`src/rtl/key_cond_pkg.sv`:
```
// key_cond_pkg: shared definitions for the key conditioner.
//   - key_state_e : per-channel debounce/hold FSM states
//   - DEF_*       : default timing for the 50 MHz board clock
//   - cnt_width() : width of a counter that must hold values 0..max_val
package key_cond_pkg;

  typedef enum logic [2:0] {
    RELEASED    = 3'd0,
    PRESS_DEB   = 3'd1,
    PRESSED     = 3'd2,
    REPEATING   = 3'd3,
    RELEASE_DEB = 3'd4
  } key_state_e;

  localparam int unsigned DEF_N_KEYS   = 4;
  localparam int unsigned DEF_DEB_CYC  = 1000000;   // 20 ms
  localparam int unsigned DEF_LONG_CYC = 25000000;  // 500 ms
  localparam int unsigned DEF_REP_CYC  = 5000000;   // 100 ms

  // One spare bit above $clog2 so the terminal value itself always fits.
  function automatic int unsigned cnt_width(input int unsigned max_val);
    return $clog2(max_val) + 1;
  endfunction

endpackage

```
`src/rtl/key_conditioner_if.sv`:
```
// key_conditioner_if: bundle of raw key inputs and conditioned key outputs.
//   master : key source / consumer side (drives key_in, observes outputs)
//   slave  : the conditioner (reads key_in, drives the conditioned outputs)
//   key_in      raw asynchronous key inputs
//   key_level   debounced pressed level (1 = pressed)
//   key_press   one-cycle pulse on accepted press
//   key_release one-cycle pulse on accepted release
//   key_repeat  one-cycle auto-repeat pulse
//   key_long    high while a press has lasted at least LONG_CYC
interface key_conditioner_if #(
  parameter int N_KEYS = 4
);
  logic [N_KEYS-1:0] key_in;
  logic [N_KEYS-1:0] key_level;
  logic [N_KEYS-1:0] key_press;
  logic [N_KEYS-1:0] key_release;
  logic [N_KEYS-1:0] key_repeat;
  logic [N_KEYS-1:0] key_long;

  modport master (
    output key_in,
    input  key_level, key_press, key_release, key_repeat, key_long
  );

  modport slave (
    input  key_in,
    output key_level, key_press, key_release, key_repeat, key_long
  );
endinterface

```
`src/rtl/key_cond_ch.sv`:
```
// key_cond_ch: one key channel -- 2-FF synchronizer, polarity normalisation,
// debounce/hold FSM and its counters. All outputs are registered.
// Optional feature macro: KEY_CONDITIONER_AUTOREPEAT_EN (auto-repeat and
// long-press; when undefined the REPEATING path and hold/rep counters are
// not built and key_repeat/key_long are tied low).
// Ports:
//   clk, rst_N   board clock, asynchronous active-low reset
//   key_raw      raw asynchronous key input
//   key_level    debounced pressed level
//   key_press    one-cycle press pulse
//   key_release  one-cycle release pulse
//   key_repeat   one-cycle auto-repeat pulse
//   key_long     long-press flag
module key_cond_ch
  import key_cond_pkg::*;
#(
  parameter bit          ACTIVE_LOW = 1'b1,
  parameter int unsigned DEB_CYC    = DEF_DEB_CYC,
  parameter int unsigned LONG_CYC   = DEF_LONG_CYC,
  parameter int unsigned REP_CYC    = DEF_REP_CYC
) (
  input  logic clk,
  input  logic rst_N,
  input  logic key_raw,
  output logic key_level,
  output logic key_press,
  output logic key_release,
  output logic key_repeat,
  output logic key_long
);

  localparam int unsigned MAX_DL  = (DEB_CYC > LONG_CYC) ? DEB_CYC : LONG_CYC;
  localparam int unsigned MAX_CYC = (MAX_DL > REP_CYC) ? MAX_DL : REP_CYC;
  localparam int unsigned CW      = cnt_width(MAX_CYC);

  // Raw level of a released key; synchronizer flops reset to this.
  localparam logic          RAW_IDLE = ACTIVE_LOW ? 1'b1 : 1'b0;
  localparam logic [CW-1:0] DEB_LIM  = CW'(DEB_CYC);
  localparam logic [CW-1:0] CNT_ONE  = CW'(1);

  logic sync1_reg, sync2_reg;
  logic key_p;

  key_state_e    state_reg, state_next;
  logic [CW-1:0] deb_cnt_reg, deb_cnt_next;
  logic          deb_done;

  logic level_reg, level_next;
  logic press_reg, press_next;
  logic release_reg, release_next;

  assign key_p    = ACTIVE_LOW ? ~sync2_reg : sync2_reg;
  assign deb_done = (deb_cnt_reg >= DEB_LIM);

`ifdef KEY_CONDITIONER_AUTOREPEAT_EN
  localparam logic [CW-1:0] LONG_LIM = CW'(LONG_CYC);
  localparam logic [CW-1:0] REP_LIM  = CW'(REP_CYC);

  logic [CW-1:0] hold_cnt_reg, hold_cnt_next, hold_inc;
  logic [CW-1:0] rep_cnt_reg, rep_cnt_next, rep_inc;
  logic          hold_hit, rep_hit;
  logic          repeat_reg, repeat_next;
  logic          long_reg, long_next;

  // hold_cnt never exceeds LONG_LIM, so the increment cannot overflow.
  assign hold_inc = hold_cnt_reg + CNT_ONE;
  assign rep_inc  = rep_cnt_reg + CNT_ONE;
  assign hold_hit = (hold_cnt_reg < LONG_LIM) && (hold_inc == LONG_LIM);
  assign rep_hit  = (rep_inc >= REP_LIM);
`endif

  // State, counter, synchronizer and output registers.
  always_ff @(posedge clk or negedge rst_N) begin
    if (!rst_N) begin
      sync1_reg    <= RAW_IDLE;
      sync2_reg    <= RAW_IDLE;
      state_reg    <= RELEASED;
      deb_cnt_reg  <= '0;
      level_reg    <= 1'b0;
      press_reg    <= 1'b0;
      release_reg  <= 1'b0;
`ifdef KEY_CONDITIONER_AUTOREPEAT_EN
      hold_cnt_reg <= '0;
      rep_cnt_reg  <= '0;
      repeat_reg   <= 1'b0;
      long_reg     <= 1'b0;
`endif
    end else begin
      sync1_reg    <= key_raw;
      sync2_reg    <= sync1_reg;
      state_reg    <= state_next;
      deb_cnt_reg  <= deb_cnt_next;
      level_reg    <= level_next;
      press_reg    <= press_next;
      release_reg  <= release_next;
`ifdef KEY_CONDITIONER_AUTOREPEAT_EN
      hold_cnt_reg <= hold_cnt_next;
      rep_cnt_reg  <= rep_cnt_next;
      repeat_reg   <= repeat_next;
      long_reg     <= long_next;
`endif
    end
  end

  // Next-state and counter logic. Any cycle spent leaving or re-entering
  // a debounce state does not advance hold/rep, so a bounce freezes them.
  always_comb begin
    state_next    = state_reg;
    deb_cnt_next  = deb_cnt_reg;
`ifdef KEY_CONDITIONER_AUTOREPEAT_EN
    hold_cnt_next = hold_cnt_reg;
    rep_cnt_next  = rep_cnt_reg;
`endif
    unique case (state_reg)
      RELEASED: begin
        if (key_p) begin
          state_next   = PRESS_DEB;
          deb_cnt_next = CNT_ONE;
        end
      end
      PRESS_DEB: begin
        if (!key_p) begin
          state_next = RELEASED;
        end else if (deb_done) begin
          state_next    = PRESSED;
`ifdef KEY_CONDITIONER_AUTOREPEAT_EN
          hold_cnt_next = '0;
`endif
        end else begin
          deb_cnt_next = deb_cnt_reg + CNT_ONE;
        end
      end
      PRESSED: begin
        if (!key_p) begin
          state_next   = RELEASE_DEB;
          deb_cnt_next = CNT_ONE;
        end
`ifdef KEY_CONDITIONER_AUTOREPEAT_EN
        else if (hold_cnt_reg < LONG_LIM) begin
          hold_cnt_next = hold_inc;
          if (hold_hit) begin
            state_next   = REPEATING;
            rep_cnt_next = '0;
          end
        end
`endif
      end
`ifdef KEY_CONDITIONER_AUTOREPEAT_EN
      REPEATING: begin
        if (!key_p) begin
          state_next   = RELEASE_DEB;
          deb_cnt_next = CNT_ONE;
        end else if (rep_hit) begin
          rep_cnt_next = '0;
        end else begin
          rep_cnt_next = rep_inc;
        end
      end
`endif
      RELEASE_DEB: begin
        if (key_p) begin
`ifdef KEY_CONDITIONER_AUTOREPEAT_EN
          state_next = long_reg ? REPEATING : PRESSED;
`else
          state_next = PRESSED;
`endif
        end else if (deb_done) begin
          state_next = RELEASED;
        end else begin
          deb_cnt_next = deb_cnt_reg + CNT_ONE;
        end
      end
      default: state_next = RELEASED;
    endcase
  end

  // Output decode: values the output registers take at the next edge.
  always_comb begin
    level_next   = level_reg;
    press_next   = 1'b0;
    release_next = 1'b0;
`ifdef KEY_CONDITIONER_AUTOREPEAT_EN
    repeat_next  = 1'b0;
    long_next    = long_reg;
`endif
    unique case (state_reg)
      PRESS_DEB: begin
        if (key_p && deb_done) begin
          level_next = 1'b1;
          press_next = 1'b1;
        end
      end
`ifdef KEY_CONDITIONER_AUTOREPEAT_EN
      PRESSED: begin
        if (key_p && hold_hit) begin
          repeat_next = 1'b1;
          long_next   = 1'b1;
        end
      end
      REPEATING: begin
        if (key_p && rep_hit) begin
          repeat_next = 1'b1;
        end
      end
`endif
      RELEASE_DEB: begin
        if (!key_p && deb_done) begin
          level_next   = 1'b0;
          release_next = 1'b1;
`ifdef KEY_CONDITIONER_AUTOREPEAT_EN
          long_next    = 1'b0;
`endif
        end
      end
      default: ;
    endcase
  end

  assign key_level   = level_reg;
  assign key_press   = press_reg;
  assign key_release = release_reg;
`ifdef KEY_CONDITIONER_AUTOREPEAT_EN
  assign key_repeat  = repeat_reg;
  assign key_long    = long_reg;
`else
  assign key_repeat  = 1'b0;
  assign key_long    = 1'b0;
`endif

endmodule

```
`src/rtl/key_conditioner.sv`:
```
// key_conditioner: conditions N_KEYS raw push-buttons/switches into debounced
// levels, press/release pulses and (optionally) auto-repeat and long-press.
// Optional feature macro: KEY_CONDITIONER_AUTOREPEAT_EN.
// Ports:
//   clk    board clock
//   rst_N  asynchronous active-low reset
//   kif    key_conditioner_if.slave: key_in in, conditioned outputs out
module key_conditioner
  import key_cond_pkg::*;
#(
  parameter int unsigned N_KEYS     = DEF_N_KEYS,
  parameter bit          ACTIVE_LOW = 1'b1,
  parameter int unsigned DEB_CYC    = DEF_DEB_CYC,
  parameter int unsigned LONG_CYC   = DEF_LONG_CYC,
  parameter int unsigned REP_CYC    = DEF_REP_CYC
) (
  input  logic             clk,
  input  logic             rst_N,
  key_conditioner_if.slave kif
);

  logic [N_KEYS-1:0] level_vec;
  logic [N_KEYS-1:0] press_vec;
  logic [N_KEYS-1:0] release_vec;
  logic [N_KEYS-1:0] repeat_vec;
  logic [N_KEYS-1:0] long_vec;

  // Channels share nothing but clock and reset.
  generate
    for (genvar gi = 0; gi < int'(N_KEYS); gi++) begin : g_ch
      key_cond_ch #(
        .ACTIVE_LOW (ACTIVE_LOW),
        .DEB_CYC    (DEB_CYC),
        .LONG_CYC   (LONG_CYC),
        .REP_CYC    (REP_CYC)
      ) u_ch (
        .clk         (clk),
        .rst_N       (rst_N),
        .key_raw     (kif.key_in[gi]),
        .key_level   (level_vec[gi]),
        .key_press   (press_vec[gi]),
        .key_release (release_vec[gi]),
        .key_repeat  (repeat_vec[gi]),
        .key_long    (long_vec[gi])
      );
    end
  endgenerate

  assign kif.key_level   = level_vec;
  assign kif.key_press   = press_vec;
  assign kif.key_release = release_vec;
  assign kif.key_repeat  = repeat_vec;
  assign kif.key_long    = long_vec;

`ifndef SYNTHESIS
  // A zero timing parameter would make a counter terminal value unreachable.
  always @(posedge clk) begin
    assert (DEB_CYC >= 1 && LONG_CYC >= 1 && REP_CYC >= 1)
      else $error("key_conditioner: DEB_CYC, LONG_CYC and REP_CYC must be >= 1");
  end
`endif

endmodule

```
`src/flat_wrapper.sv`:
```
// flat-port wrapper written by rule: the top's interface ports become plain ports
module key_conditioner_flat import key_cond_pkg::*;
#(
  parameter int unsigned N_KEYS     = DEF_N_KEYS,
  parameter bit          ACTIVE_LOW = 1'b1,
  parameter int unsigned DEB_CYC    = DEF_DEB_CYC,
  parameter int unsigned LONG_CYC   = DEF_LONG_CYC,
  parameter int unsigned REP_CYC    = DEF_REP_CYC
)
  (clk, rst_N, kif_key_in, kif_key_level, kif_key_press, kif_key_release, kif_key_repeat, kif_key_long);
  key_conditioner_if #(.N_KEYS(N_KEYS)) kif_i ();
  input  logic clk;
  input  logic rst_N;
  input wire logic [$bits(kif_i.key_in)-1:0] kif_key_in;
  output wire logic [$bits(kif_i.key_level)-1:0] kif_key_level;
  output wire logic [$bits(kif_i.key_press)-1:0] kif_key_press;
  output wire logic [$bits(kif_i.key_release)-1:0] kif_key_release;
  output wire logic [$bits(kif_i.key_repeat)-1:0] kif_key_repeat;
  output wire logic [$bits(kif_i.key_long)-1:0] kif_key_long;
  assign kif_i.key_in = kif_key_in;
  assign kif_key_level = kif_i.key_level;
  assign kif_key_press = kif_i.key_press;
  assign kif_key_release = kif_i.key_release;
  assign kif_key_repeat = kif_i.key_repeat;
  assign kif_key_long = kif_i.key_long;
  key_conditioner #(.N_KEYS(N_KEYS), .ACTIVE_LOW(ACTIVE_LOW), .DEB_CYC(DEB_CYC), .LONG_CYC(LONG_CYC), .REP_CYC(REP_CYC)) u_core (.clk(clk), .rst_N(rst_N), .kif(kif_i));
endmodule
```
`config.mk`:
```
export PLATFORM = sky130hd
export DESIGN_NAME = key_conditioner_flat
export DESIGN_NICKNAME = d
export VERILOG_FILES = /design/src/rtl/key_cond_pkg.sv /design/src/rtl/key_conditioner_if.sv /design/src/rtl/key_cond_ch.sv /design/src/rtl/key_conditioner.sv /design/src/flat_wrapper.sv
export SDC_FILE = /design/constraint.sdc
export NUM_CORES = 1
export LEC_CHECK = 0
export CAP_MARGIN = 10
export CORE_UTILIZATION = 40
export DETAILED_ROUTE_END_ITERATION = 8
export DONT_BUFFER_PORTS = 1
export GPL_TIMING_DRIVEN = 0
export PLACE_DENSITY = 0.59
export SLEW_MARGIN = 15
export SYNTH_ARGS = -nofsm -noshare
export SYNTH_HDL_FRONTEND = slang
export SYNTH_SLANG_ARGS = --single-unit
```
`constraint.sdc`:
```
create_clock -name clk -period 3.4 [get_ports clk]
set_input_delay 0.34 -clock clk [delete_from_list [all_inputs] [get_ports clk]]
set_output_delay 0.34 -clock clk [all_outputs]
set_load 0.02 [all_outputs]
```
==> run metrics, run 1 <==
Layout area overhead 12.48%; share of cells above drive strength 1 14.79%; WP data required 3.74 ns; fin worst setup slack 1.118 ns; worst r2r dst u_core.g_ch[1].u_ch.deb_cnt_reg[19]$_DFFE_PN0P_; Final Critical Period 2.282 ns; count leader, synth dfrtp_1; Max stage delay on crit path 0.47 ns; total CTS buffers 17; first-pass GRT wire length 29.20 mm; Synth Register Bits 136; placed instance count 1,043; Die Ht 139.8 um; final hold viol count 136; worst reg-to-reg setup slack 1.12 ns; Total Power 3.879 mW; post-route ant nets 0; sequential area share after synthesis 44.96%; largest cells by area after synthesis dfrtp_1 (42%), o21ai_0 (3.4%), nand2_1 (2.9%); fin area 0.008539 sq mm; Area after DPL 0.007911 sq mm; outcome complete, but fails checks; H-tree Lvls 4; Critical Path Sink Type flop; worst vdd ir 0.3354 mV; Post-CTS Setup Repair Bufs 0; die area 0.01954 sq mm; CORE AREA 0.01864 sq mm; Die W 139.8 um; Critical R2R Launch u_core.g_ch[1].u_ch.deb_cnt_reg[13]$_DFFE_PN0P_; CP Max Fanout 10; gr usage total 18.37%; Starting Density 40.72%; clk slew on worst S/H paths 0.06 ns; Crit. Startpoint u_core.g_ch[1].u_ch.deb_cnt_reg[13]$_DFFE_PN0P_; Cell Pwr Density 454.3 mW/mm^2; slowest library cell on the worst path a21oi_2; row cnt 50; vias in the first global route 5,902; DRT Pass-1 Iters 5; WL final 16.75 mm; initial antenna violation count 0; Final Wtd Congestion 0.8362; CTS sink count 136; Max Clk Rate 0.4381 GHz; failing checks hold timing; Fillers 1,796; CP Class reg -> reg; Via-to-Cell Ratio 5.677; # IOs 26; Util after Layout 45.81%; R2R depth 6; Final setup viols 0; Post-synth top cells dfrtp_1 (128), nand2_1 (58), o21ai_0 (52); CTS tree done; Cell Count, Final, Fillers Out 1,079; Tightest Pin Transition 0.8397 ns; Largest register FFs 104; Post-synth EDFFs 0; Multi-input gate area 0.003724 sq mm; Yosys top cell by area dfrtp_1; # port buffers 0; worst min path class in -> async; RSZ-0062 raised after global routing false; # resized after CTS 0; dpl hpwl 11.28 mm; Root Driver clkbuf_16; Hold-fix buffers, CTS 4; DRC 0; Final #Nets 846; CP startpoint kind flop; synth unique cells 88; clk buf depth 2; async set-reset flop share out of synthesis 100.0%; area fraction of the dominant cell type after synthesis 42.19%; number of max-cap violations 0; sequential cell area 0.003413 sq mm; period utilization 67.13%; Antenna Cells 0; max_slew headroom 43.50%; ys flop type dfrtp_1; clock skew 0.008160 ns; critical path arrival 2.62 ns; Post-Syn Instances 802; crit-path cells nor4_1 > nand3_1 > a21oi_2 > buf_2 > nand4_1 > o21ai_0; Clk Latency, worst-skew pair 0.43 ns; Levels on crit path 6; YS warnings 0; DR iter-0 viols 441; worst path bufs/invs 1; Fin Setup TNS 0 ns; Hold WS -0.3930 ns; Wirelength per Cell 15.53 um; Final Max Tran Viols 0; post-place setup slack 1.159 ns; via count 6,126; pin count of the biggest net entering global routing 137; delay-heaviest family, CP simple AND/OR/NAND/NOR gates; Syn Area/Cell 9.467 sq um; Syn Std Cell Area 0.007592 sq mm; grt total ovfl 0; P_leak 3.707 nW
[power by group]
group | leakage, nW | switching (mW) | internal [mW]
Sequential | 1.84 | 0.0735 | 1.68
Clock | 0.279 | 0.747 | 1.10
Combinational | 1.59 | 0.167 | 0.107
[worst max path at each step]
stage / to
after floorplan: u_core.g_ch[2].u_ch.deb_cnt_reg[12]$_DFFE_PN0P_
after global placement: u_core.g_ch[1].u_ch.deb_cnt_reg[13]$_DFFE_PN0P_
after detailed placement: u_core.g_ch[1].u_ch.deb_cnt_reg[13]$_DFFE_PN0P_
after CTS: u_core.g_ch[1].u_ch.deb_cnt_reg[13]$_DFFE_PN0P_
after global routing: u_core.g_ch[1].u_ch.deb_cnt_reg[13]$_DFFE_PN0P_
final: u_core.g_ch[1].u_ch.deb_cnt_reg[19]$_DFFE_PN0P_
[cell families after synthesis]
| group | Yosys count | share of synthesized area (%) |
|---|---|---|
| simple gates | 315 | 23.39 |
| compound gates | 242 | 22.86 |
| flops | 136 | 44.96 |
| buf+inv | 91 | 6.345 |
| fa+ha+maj | 8 | 1.318 |
| xor+xnor | 6 | 0.6922 |
| mux | 3 | 0.3955 |
| other cells | 1 | 0.04939 |
[layout make-up]
cell class,instances,area share (%)
Timing Repair Buffer,4,0.4689
Inverter,29,1.275
Buffer,62,4.366
Clock buffer,18,5.143
Multi-Input combinational cell,582,43.60
Tap cell,234,3.429
Sequential cell,136,39.97
Clock inverter,14,1.744
[cells in the final DEF, fill, tap and decap left out, types with 8 or more instances in the layout]
cell and instances:
a21o_1 10, a21oi_1 29, a22o_1 11, a31oi_1 31, a41oi_1 11, and2_1 21
and3_1 8, buf_2 15, buf_4 26, clkbuf_1 16, clkbuf_16 17, conb_1 8
dfrtp_1 128, dfstp_2 8, ha_1 8, inv_1 29, nand2_1 58, nand2b_1 15
nand3_1 40, nand4_1 21, nor2_1 50, nor2b_1 13, nor3_1 22, nor4_1 13
o211ai_1 15, o21ai_0 52, o31ai_1 11
[routing by layer]
metal | global-route usage (%) | part of all wire, % | up-vias
met5 | 0 | 0 | -
met3 | 3.097 | 2.8 | 18
met1 | 25.49 | 50 | 2942
met2 | 28.76 | 46 | 113
met4 | 6.709 | 1.5 | 0
li1 | - | - | 3053
Note: power is estimated with default switching activity, not from simulation.
==> run 2, diff against run 1 <==
--- a/config.mk
+++ b/config.mk
@@ -5,12 +5,13 @@
 export SDC_FILE = /design/constraint.sdc
 export NUM_CORES = 1
 export LEC_CHECK = 0
+export ABC_AREA = 1
 export CAP_MARGIN = 10
 export CORE_UTILIZATION = 40
 export DETAILED_ROUTE_END_ITERATION = 8
 export DONT_BUFFER_PORTS = 1
 export GPL_TIMING_DRIVEN = 0
-export PLACE_DENSITY = 0.59
+export PLACE_DENSITY = 0.61
 export SLEW_MARGIN = 15
 export SYNTH_ARGS = -nofsm -noshare
 export SYNTH_HDL_FRONTEND = slang
==> constraint.sdc (replaced) <==
create_clock -name clk -period 2 [get_ports clk]
set_input_delay 0.2 -clock clk [delete_from_list [all_inputs] [get_ports clk]]
set_output_delay 0.2 -clock clk [all_outputs]
set_load 0.02 [all_outputs]
==> run 2 against run 1 <==
The flow still finishes with violations (hold timing); register-to-register slack worse by 0.97 ns; global-route usage up 0.17 points; core utilization is 0.59 points higher; largest cell class unchanged.
==> run metrics, run 2 <==
P_leak 4.742 nW (+28%); gr usage total 18.54% (+0.17 points); pin count of the biggest net entering global routing 137 (unchanged); grt total ovfl 0 (unchanged); DRC 0 (unchanged); routed wl met3 508 um (+9.7%); CP Class reg -> reg; CTS sink count 136 (unchanged); total CTS buffers 17 (unchanged); commonest cells after routing, fill and taps aside nand2_1 (430), nor2_1 (199), nand3_1 (136), dfrtp_1 (128), inv_1 (118); largest cells by area after synthesis dfrtp_1 (38%), nand2_1 (19%), nor2_1 (8.8%); Die W 147.6 um (+5.6%); CORE AREA 0.02049 sq mm (+9.9%); Crit. Startpoint u_core.g_ch[3].u_ch.deb_cnt_reg[0]$_DFFE_PN0P_; Max Clk Rate 0.5398 GHz (+23%); ys flop type dfrtp_1; YS warnings 0 (unchanged); initial antenna violation count 0 (unchanged); Syn Std Cell Area 0.008479 sq mm (+12%); Post-CTS Setup Repair Bufs 0 (unchanged); Synth Register Bits 136 (unchanged); # port buffers 0 (unchanged); Syn Area/Cell 6.811 sq um (-28%); Wirelength per Cell 11.80 um (-24%); period utilization 92.63% (+26 points); met2 WL 8.222 mm (+7.5%); Final #Nets 1,289 (+52%); DR iter-0 viols 427 (-3.2%); Critical Path Sink Type flop; async set-reset flop share out of synthesis 100.0% (unchanged); Critical R2R Launch u_core.g_ch[3].u_ch.deb_cnt_reg[0]$_DFFE_PN0P_; row cnt 52 (+4.0%); Final setup viols 0 (unchanged); CP startpoint kind flop; via count 7,440 (+21%); Hold WS -0.5313 ns (-0.1383 ns); Yosys top cell by area dfrtp_1; worst vdd ir 0.4945 mV (+47%); Final Critical Period 1.853 ns (-0.4298 ns); CP Max Fanout 5 (-5); Via-to-Cell Ratio 4.775 (-16%); Final Wtd Congestion 0.8926 (+6.7%); Root Driver clkbuf_16; uppermost layer routed met4; critical path arrival 2.17 ns (-0.45 ns); Cell Pwr Density 1001 mW/mm^2 (+120%); Post-Syn Instances 1,245 (+55%); Final Max Tran Viols 0 (unchanged); area fraction of the dominant cell type after synthesis 37.77% (-4.4 points); die area 0.02178 sq mm (+12%); outcome complete, but fails checks; CTS tree done; Post-synth top cells nand2_1 (430), nor2_1 (199), nand3_1 (136); DRT Pass-1 Iters 5 (unchanged); synth unique cells 39 (-56%); clk buf depth 2 (unchanged); sequential area share after synthesis 40.25% (-4.7 points); count leader, synth nand2_1; WP data required 2.32 ns (-1.42 ns); clk slew on worst S/H paths 0.06 ns (about the same); clock skew 0.007472 ns (-0.0006879 ns); first-pass GRT wire length 32.78 mm (+12%); failing checks hold timing; # IOs 26 (unchanged); Layout area overhead 12.13%; WL final 18.39 mm (+9.8%); Post-Route M1 WL 9.479 mm (+13%); number of max-cap violations 0 (unchanged); Starting Density 41.37% (+0.65 points); H-tree Lvls 4 (unchanged); most common library cell in the layout ignoring fill and taps nand2_1; final hold viol count 136 (unchanged); RSZ-0062 raised after global routing false; Antenna Cells 0 (unchanged); Fin Setup TNS 0 ns (unchanged); Post-synth EDFFs 0 (unchanged); worst min path class in -> async; dpl hpwl 12.73 mm (+13%); vias in the first global route 6,956 (+18%); share of cells above drive strength 1 10.95% (-3.8 points); Hold-fix buffers, CTS 4 (unchanged); Die Ht 147.6 um (+5.6%); Clk Latency, worst-skew pair 0.43 ns (about the same); Largest register FFs 104 (unchanged); post-route ant nets 0 (unchanged)
-- run 2: layer usage --
metal | track usage (%) | up-vias
li1 | - | 3903
met1 | 25.45 | 3418
met2 | 29.36 | 103
met3 | 3.488 | 16
met4 | 6.134 | 0
met5 | 0 | -
-- run 2: critical path, stage by stage, from the launching register on --
cell and delay (ns):
dfrtp_1 0.43, ha_1 0.27, nand3_1 0.15, nor2_2 0.27, nand2_1 0.14, nor2_1 0.15
inv_1 0.07, o22ai_1 0.11, inv_1 0.05, nand2_1 0.05, nand2_1 0.05
-- run 2: area by class of cell --
cell class / instances / area, sq um
clock inverter: 13 / 178.9
sequential: 136 / 3413
fill: 2105 / 10990
inverter: 130 / 490.5
buffer: 51 / 361.6
multi-input combinational: 935 / 4253
clock buffer: 19 / 432.9
tap: 270 / 337.8
timing repair buffer: 4 / 40.04
-- run 2: stage by stage --
stage	setup WS [ns]	utilization, %	total power, mW	instances	instance area [sq um]
2_1_floorplan	0.4997	-	5.466	1252	8506
3_3_place_gp	0.1625	43.15	6.212	1522	8843
3_5_place_dp	0.1540	43.15	6.245	1522	8843
4_1_cts	0.1345	46.33	9.636	1558	9495
5_1_grt	0.006503	46.39	10.18	1558	9508
6_report	0.1474	46.39	9.521	1558	9508
-- run 2: logic make-up (layout without fill, tap and decap cells) --
kind of cell / Yosys count / in the layout / synth area share, %
AND/OR/NAND/NOR: 859 / 859 / 43.54
flip-flops: 136 / 136 / 40.25
buffers and inverters: 181 / 217 / 10.02
other: 1 / 8 / 0.04422
AO/OA/AOI/OAI: 33 / 33 / 2.169
adder cells (fa/ha/maj): 8 / 8 / 1.181
XOR/XNOR: 27 / 27 / 2.789
-- run 2: power breakdown --
group	switching (mW)	total [mW]	internal, mW
Combinational	2.10	2.95	0.847
Clock	1.26	3.34	2.08
Sequential	0.254	3.24	2.98
-- run 2: worst paths after layout --
kind | to | slack, ns | cells after the start
max | u_core.g_ch[3].u_ch.deb_cnt_reg[12]$_DFFE_PN0P_ | 0.15 | 10
min | u_core.g_ch[0].u_ch.deb_cnt_reg[9]$_DFFE_PN0P_ | -0.53 | 0
max reg2reg | u_core.g_ch[3].u_ch.deb_cnt_reg[12]$_DFFE_PN0P_ | 0.15 | 10
min reg2reg | u_core.g_ch[1].u_ch.sync2_reg$_DFF_PN1_ | 0.35 | 0
max in group asynchronous | u_core.g_ch[1].u_ch.sync1_reg$_DFF_PN1_ | 2.19 | 0
min in group clk | u_core.g_ch[2].u_ch.sync1_reg$_DFF_PN1_ | 0.31 | 1
-- run 2: timing repair --
action	CTS	global route
hold endpoints to repair	140	136
setup endpoints to repair	0	6
resized for setup	0	6
==> run 3, diff against run 2 <==
--- a/config.mk
+++ b/config.mk
@@ -11,7 +11,7 @@
 export DETAILED_ROUTE_END_ITERATION = 8
 export DONT_BUFFER_PORTS = 1
 export GPL_TIMING_DRIVEN = 0
-export PLACE_DENSITY = 0.61
+export PLACE_DENSITY = 0.59
 export SLEW_MARGIN = 15
 export SYNTH_ARGS = -nofsm -noshare
 export SYNTH_HDL_FRONTEND = slang
==> constraint.sdc (replaced) <==
create_clock -name clk -period 2.2 [get_ports clk]
set_input_delay 0.22 -clock clk [delete_from_list [all_inputs] [get_ports clk]]
set_output_delay 0.22 -clock clk [all_outputs]
set_load 0.02 [all_outputs]
==> run 3 against run 2 <==
Non-clock buffer count is the same; critical endpoint is now u_core.g_ch[0].u_ch.deb_cnt_reg[1]$_DFFE_PN0P_; largest cell class unchanged; sequential cell count unchanged; the flow still finishes with violations (hold timing); wire length is 0.45% lower.
==> run metrics, run 3 (same netlist as run 2, synthesis figures left out) <==
vias in the first global route 6,947 (-0.13%); DRT Pass-1 Iters 5 (unchanged); WP data required 2.55 ns (+0.23 ns); Hold WS -0.4915 ns (+0.03972 ns); CP Class reg -> reg; Final Max Tran Viols 0 (unchanged); Cell Pwr Density 914.2 mW/mm^2 (-8.7%); most common library cell in the layout ignoring fill and taps nand2_1; via count 7,329 (-1.5%); Layout area overhead 12.13% (unchanged); Clk Latency, worst-skew pair 0.42 ns (about the same); share of cells above drive strength 1 10.64% (-0.30 points); DR iter-0 viols 321 (-25%); Cell Count, Final, Fillers Out 1,557 (-0.064%); Hold-fix buffers, CTS 4 (unchanged); DRC 0 (unchanged); row cnt 52 (unchanged); Util after Layout 46.39% (unchanged); critical path arrival 2.23 ns (+0.06 ns); end of the critical path u_core.g_ch[0].u_ch.deb_cnt_reg[1]$_DFFE_PN0P_; Crit. Startpoint u_core.g_ch[0].u_ch.sync2_reg$_DFF_PN1_; commonest cells after routing, fill and taps aside nand2_1 (430), nor2_1 (199), nand3_1 (136), dfrtp_1 (128), inv_1 (118); fin area 0.009508 sq mm (unchanged); gr usage total 18.29% (-0.25 points); placed instance count 1,522 (unchanged); Max Clk Rate 0.5322 GHz (-1.4%); CTS sink count 136 (unchanged); failing checks hold timing; CTS tree done; Critical R2R Launch u_core.g_ch[0].u_ch.sync2_reg$_DFF_PN1_; Starting Density 41.37% (unchanged); clk slew on worst S/H paths 0.06 ns (about the same); clock skew 0.009775 ns (+0.002304 ns); max_slew headroom 60.44%; Final Wtd Congestion 0.8507 (-4.7%); dpl hpwl 12.72 mm (about the same); Final #Nets 1,289 (unchanged); P_leak 4.746 nW (about the same); Die Ht 147.6 um (unchanged); CP startpoint kind flop; initial antenna violation count 0 (unchanged); period utilization 85.41% (-7.2 points); RSZ-0062 raised after global routing false; worst r2r dst u_core.g_ch[0].u_ch.deb_cnt_reg[1]$_DFFE_PN0P_; first-pass GRT wire length 32.39 mm (-1.2%); R2R depth 6 (-4); post-route ant nets 0 (unchanged); WL final 18.31 mm (-0.45%); die area 0.02178 sq mm (unchanged); Area after DPL 0.008843 sq mm (unchanged); worst reg-to-reg setup slack 0.32 ns (+0.17 ns); # IOs 26 (unchanged); Root Driver clkbuf_16; number of max-cap violations 0 (unchanged); outcome complete, but fails checks; total CTS buffers 17 (unchanged); grt total ovfl 0 (unchanged); Final Critical Period 1.879 ns (+0.02636 ns); clk buf depth 2 (unchanged); Fin Setup TNS 0 ns (unchanged); Critical Path Sink Type flop; worst min path class in -> async; Die W 147.6 um (unchanged); pin count of the biggest net entering global routing 137 (unchanged); CORE AREA 0.02049 sq mm (unchanged); Via-to-Cell Ratio 4.707 (-1.4%); CP Max Fanout 10 (+5); worst vdd ir 0.5405 mV (+9.3%); Tightest Pin Transition 0.5934 ns; # port buffers 0 (unchanged); Antenna Cells 0 (unchanged); final hold viol count 136 (unchanged); Post-CTS Setup Repair Bufs 0 (unchanged); # resized after CTS 0 (unchanged); H-tree Lvls 4 (unchanged); Largest register FFs 104 (unchanged); Total Power 8.692 mW (-8.7%); Wirelength per Cell 11.76 um (-0.39%); Final setup viols 0 (unchanged)
run 3: where the power goes:
part / internal [mW] / switching [mW]
combinational: 0.766 / 1.92
clock: 1.91 / 1.15
sequential: 2.71 / 0.234
total: 5.39 / 3.30
run 3: worst min path at each step:
stage,start,endpoint,slack (ns),depth (start not counted)
final,rst_N,u_core.g_ch[1].u_ch.deb_cnt_reg[11]$_DFFE_PN0P_,-0.49,0
after global routing,rst_N,u_core.g_ch[1].u_ch.state_reg[0]$_DFFE_PN0P_,-0.52,0
after CTS,rst_N,u_core.g_ch[1].u_ch.key_level$_DFFE_PN0P_,-0.52,0
after detailed placement,rst_N,u_core.g_ch[1].u_ch.deb_cnt_reg[11]$_DFFE_PN0P_,-0.07,0
after global placement,rst_N,u_core.g_ch[1].u_ch.deb_cnt_reg[12]$_DFFE_PN0P_,-0.07,0
after floorplan,rst_N,u_core.g_ch[0].u_ch.deb_cnt_reg[0]$_DFFE_PN0P_,-0.08,0
run 3: per-stage QoR:
step           setup slack (ns)  hold slack [ns]
4_1_cts                  0.3252          -0.5192
6_report                 0.3211          -0.4915
2_1_floorplan            0.6997         -0.07559
3_3_place_gp             0.3567         -0.06588
3_5_place_dp             0.3451         -0.06536
5_1_grt                  0.1742          -0.5222
run 3: metal layers:
layer	wire length, um	up-vias	share of wire (%)	GRT usage, %
met2	8701	66	48	30.54
met4	253	0	1.4	6.134
met3	337	21	1.8	3.086
li1	-	3917	-	-
met1	9013	3325	49	23.98
met5	0	-	0	0
run 3: area by class of cell:
class / instances / area [sq um]
multi-input cells: 935 / 4243
repair buffers: 4 / 40.04
clock buffers: 18 / 429.2
clock inverters: 13 / 195.2
inverters: 130 / 490.5
flip-flops and latches: 136 / 3413
plain buffers: 51 / 359.1
fillers: 2104 / 10990
well taps: 270 / 337.8
run 3: critical path: stages (launching register included):
cell and delay, ns:
dfstp_2 0.51, clkbuf_1 0.24, nand4_1 0.13, o21ai_1 0.17, clkbuf_1 0.50, nand4_1 0.17, nand2_1 0.09
